==> config.mk <==
export PLATFORM = sky130hd
export DESIGN_NAME = pulse_stretch_tx
export DESIGN_NICKNAME = d
export VERILOG_FILES = /design/src/rtl/pulse_stretch_tx.sv
export SDC_FILE = /design/constraint.sdc
export NUM_CORES = 1
export LEC_CHECK = 0
export ABC_CLOCK_PERIOD_IN_PS = 2800
export CORE_MARGIN = 10
export CORE_UTILIZATION = 51
export CTS_CLUSTER_DIAMETER = 100
export CTS_CLUSTER_SIZE = 14
export DETAILED_ROUTE_END_ITERATION = 12
export PLACE_DENSITY_LB_ADDON = 0.15
export SLEW_MARGIN = 10
export SYNTH_ARGS = -nofsm -noshare
export SYNTH_HDL_FRONTEND = slang
export SYNTH_SLANG_ARGS = --single-unit
export TNS_END_PERCENT = 100
==> constraint.sdc <==
create_clock -name clk -period 2.8 [get_ports clk]
set_clock_uncertainty 0.1 [all_clocks]
set_input_delay 0.84 -clock clk [delete_from_list [all_inputs] [get_ports clk]]
set_output_delay 0.84 -clock clk [all_outputs]
set_load 0.02 [all_outputs]
==> src/rtl/pulse_stretch_tx.sv <==
// pulse_stretch_tx: turns single-cycle event strobes into stretched level pulses with
// guaranteed high/low times, queueing events that arrive mid-pulse. Optional macro OVF_CLR_EN adds ovf_clr.
module pulse_stretch_tx #(
  parameter int HIGH_CYCLES = 4,
  parameter int LOW_CYCLES  = 4,
  parameter int PEND_W      = 4
) (
  input  logic              clk,
  input  logic              rst_n,
  input  logic              evt,
`ifdef OVF_CLR_EN
  input  logic              ovf_clr,
`endif
  output logic              sig_out,
  output logic              busy,
  output logic [PEND_W-1:0] pending,
  output logic              overflow
);

  localparam int MAX_PH = (HIGH_CYCLES > LOW_CYCLES) ? HIGH_CYCLES : LOW_CYCLES;
  localparam int CNT_W  = (MAX_PH > 1) ? $clog2(MAX_PH) : 1;
  localparam logic [CNT_W-1:0] HIGH_LAST = CNT_W'(HIGH_CYCLES - 1);
  localparam logic [CNT_W-1:0] LOW_LAST  = CNT_W'(LOW_CYCLES - 1);

  typedef enum logic [1:0] {IDLE, HIGH, LOW} state_t;

  state_t            state;
  logic [CNT_W-1:0]  cnt;
  logic              high_done, low_done, restart;
  logic              inc, dec, ovf_set, ovf_keep;
  logic [PEND_W-1:0] pend_next;

  assign high_done = (state == HIGH) && (cnt == HIGH_LAST);
  assign low_done  = (state == LOW)  && (cnt == LOW_LAST);
  // A same-cycle evt on the final LOW cycle counts as something to send, even with an empty queue.
  assign restart   = low_done && ((pending != '0) || evt);
  assign inc       = evt && (state != IDLE);
  assign dec       = restart;

`ifdef OVF_CLR_EN
  assign ovf_keep = overflow && !ovf_clr;
`else
  assign ovf_keep = overflow;
`endif

  always_comb begin
    // NOTE: every output of a combinational block gets a default first so no latch is inferred.
    pend_next = pending;
    ovf_set   = 1'b0;
    if (inc && !dec) begin
      if (&pending) ovf_set = 1'b1;
      else          pend_next = pending + PEND_W'(1);
    end else if (dec && !inc) begin
      pend_next = pending - PEND_W'(1);
    end
  end

  // NOTE: sequential state uses non-blocking assignments so every flop samples pre-edge values.
  always_ff @(posedge clk or negedge rst_n) begin
    if (!rst_n) begin
      state    <= IDLE;
      cnt      <= '0;
      sig_out  <= 1'b0;
      busy     <= 1'b0;
      pending  <= '0;
      overflow <= 1'b0;
    end else begin
      pending  <= pend_next;
      overflow <= ovf_set || ovf_keep;
      unique case (state)
        IDLE: begin
          if (evt) begin
            state   <= HIGH;
            cnt     <= '0;
            sig_out <= 1'b1;
            busy    <= 1'b1;
          end
        end
        HIGH: begin
          if (high_done) begin
            state   <= LOW;
            cnt     <= '0;
            sig_out <= 1'b0;
          end else begin
            cnt <= cnt + CNT_W'(1);
          end
        end
        LOW: begin
          if (low_done) begin
            cnt <= '0;
            if (restart) begin
              state   <= HIGH;
              sig_out <= 1'b1;
            end else begin
              state <= IDLE;
              busy  <= 1'b0;
            end
          end else begin
            cnt <= cnt + CNT_W'(1);
          end
        end
        default: begin
          state   <= IDLE;
          cnt     <= '0;
          sig_out <= 1'b0;
          busy    <= 1'b0;
        end
      endcase
    end
  end

endmodule
==> summary.md <==
| Metric | Value |
|---|---|
| Status | finished, final reports clean |
| Crit-path slowest cell | clkdlybuf4s50_1 |
| Clock slew at reported path FFs | 70 ps |
| TritonCTS buffer count | 3 |
| CORE AREA | 1318 um^2 |
| RSZ-0062 raised after global routing | false |
| Worst-Skew Late Latency | 270 ps |
| All-Layer GR Usage | 9.199% |
| Final worst path period share | 91.76% |
| Clock root cell | clkbuf_4 |
| Final worst setup slack | 230.7 ps |
| Core Rows | 13 |
| Mapped Avg Cell Area | 9.838 um^2 |
| PwrDens | 1185 nW/um^2 |
| Global-route wire length before repair | 2477 um |
| # clock sinks | 11 |
| Worst slack, placed | -102.8 ps |
| Routed wire length | 1442 um |
| Post-synth ARST share | 100.0% |
| Ant diodes | 0 |
| Origin of the worst min-delay path | overflow$_DFF_PN0_ |
| Relative slew margins | 66.18% |
| Dpl hpwl | 1140 um |
| Main synth FF type | dfrtp_1 |
| Critical path endpoint category | flop |
| Register area | 275.3 um^2 |
| Leading area contributor after synthesis | dfrtp_1 |
| Placed cells | 102 |
| Netlist cell types | 30 |
| Cell with the most instances after synthesis | dfrtp_1 |
| Max Slew Vio Count | 0 |
| Crit path cell chain | clkdlybuf4s50_1, nand2b_1, nor2_1, inv_1, buf_4, ha_1, a21oi_2, mux2i_1, a22oi_1 |
| Leakage Power | 0.4115 nW |
| Die W | 57.53 um |
| Final hold violation count | 0 |
| Synth-to-layout area growth | 24.56% |
| Post-DR vias/cell | 5.528 |
| Seq/Total Area, Yosys | 38.33% |
| Peak supply drop | 624.9 uV |
| DIE AREA | 3309 um^2 |
| Seq cells post-synth | 11 |
| Remaining antenna violation count after routing | 0 |
| Die height | 57.53 um |
| Vias in the first global route | 573 |
| Reg2reg start | state[0]$_DFFE_PN0P_ |
| Post-route DRC | 0 |
| Critical path origin | evt |
| Largest net degree at the start of global routing | 12 |
| CTS tree | yes |
| CP max FO | 4 |
| Remaining global-route overflow | 0 |
| Setup violations, final | 0 |
| Max Cap Violations | 0 |
| CTS Buffer Depth | 2 |
| Share of the synthesized area in the top cell type | 38.33% |
| Minimum clock period | 2569 ps |
| Yosys warnings | 0 |
| Final non-filler cell total | 106 |
| IO Pins | 10 |
| # fillers | 110 |
| Top cells by count, synth | dfrtp_1, ha_1, nand2_1, inv_1, a21oi_1 |
| Routed WL per cell | 13.60 um |
| Synth Instances | 73 |
| Setup bufs post-CTS | 0 |
| Critical Path AT | 2610 ps |
| Worst slew pin tran | 505.7 ps |
| Synth top area cells | dfrtp_1, ha_1, nand2_1, a21oi_1, a21o_1 |
| Post-Syn Nets | 85 |
| Slowest Stage Delay on Critical Path | 490 ps |
| Initial Util | 54.51% |
| Routed vias | 586 |
| Number of synthesized flops with an enable pin | 0 |
| GPL Wtd Cong | 0.7559 |
| Nets | 104 |
| Initial antenna violation count | 0 |
| Synthesized area | 718.2 um^2 |
| Crit path kind | in2reg |
| CP required | 2850 ps |
| Tightest Hold Check Type | reg2reg |
| TritonRoute pass-1 iters | 4 |
| Area of the multi-input gates | 424.2 um^2 |
| H-tree depth | 1 |
| Peak Freq | 389.2 MHz |
| Port buffer count | 9 |
| Layout cells sized above 1 | 15.38% |
| Startpoint Class | primary input |
| DR iter-0 viols | 11 |
[sequential cells by signal, indices dropped and copies added (netlist names)]
register	count
busy	1
cnt	2
overflow	1
pending	4
sig_out	1
state	2
[worst max-delay path, delay by kind of cell]
| family | cells | cell delay [ps] |
|---|---|---|
| buf+inv | 3 | 730 |
| mux | 1 | 210 |
| compound gates | 2 | 320 |
| fa+ha+maj | 1 | 310 |
| simple gates | 2 | 200 |
[power by group]
part	switching, W	total, W	internal [W]
Sequential	0.0000822	0.000313	0.000231
Combinational	0.000320	0.000639	0.000318
Clock	0.0000536	0.000109	0.0000551
Total	0.000456	0.00106	0.000604
[area by class of cell]
| class | instances | area share [%] |
|---|---|---|
| Multi-Input combinational cell | 56 | 47.41 |
| Tap cell | 15 | 2.098 |
| Timing Repair Buffer | 14 | 14.27 |
| Inverter | 6 | 2.517 |
| Clock buffer | 4 | 2.937 |
| Sequential cell | 11 | 30.77 |
[path summary, 6_finish.rpt]
kind	to	slack [ps]	cells past startpoint
max	pending[3]$_DFFE_PN0P_	230	9
min	overflow$_DFF_PN0_	380	1
max reg2reg	pending[3]$_DFFE_PN0P_	390	10
min reg2reg	overflow$_DFF_PN0_	380	1
max in group asynchronous	cnt[1]$_DFFE_PN0N_	1450	1
min in group asynchronous	sig_out$_DFFE_PN0P_	810	1
[through the flow]
step	hold slack (ps)	total power (W)	utilization (%)	setup TNS (ps)	cell area [um^2]
3_5_place_dp	370.3	0.0009458	65.62	-102.8	864.6
2_1_floorplan	353.8	0.0007112	-	0	718.2
3_3_place_gp	360.1	0.0009220	65.62	-25.97	864.6
6_report	378.8	0.001060	67.90	0	894.6
5_1_grt	413.1	0.001155	67.90	0	894.6
4_1_cts	389.5	0.001058	67.62	0	890.9
[cell families after synthesis]
group | share of synthesized area, %
compound gates | 18.64
mux | 5.052
flops | 38.33
xor+xnor | 2.439
buf+inv | 3.136
fa+ha+maj | 16.73
simple gates | 15.68
[per-layer routing]
layer	part of all wire (%)	wire length (um)	track usage, %	up-vias
li1	-	-	-	296
met1	46	661	10.55	276
met2	46	670	14.42	10
met3	6.0	87	3.319	4
met4	1.6	23	5.034	0
met5	0	0	0	-
[placed cells by master, fill, tap and decap left out, drive strengths merged]
cell type	synthesis	routed
nor4	1	1
inv	6	6
clkdlybuf4s50	0	9
a21o	3	3
fa	1	1
nand4	2	2
a22oi	1	1
nand3	1	1
mux2	2	2
o22ai	1	1
dfrtp	11	11
a21oi	5	5
nor3	3	3
ha	8	8
o21ba	1	1
mux2i	1	1
nand2	7	7
o21bai	1	1
nor2b	1	1
nor2	4	4
a211oi	3	3
and2	1	1
nand2b	2	2
o21ai	4	4
clkbuf	0	4
buf	0	5
o31ai	1	1
xnor2	1	1
xor2	1	1
[what timing repair did]
action                                  in CTS  in global routing
endpoints found under the setup margin       0                  1
hold buffers                                 0                  0
resized for setup                            0                  1
Power figures use the tool's default switching activity.
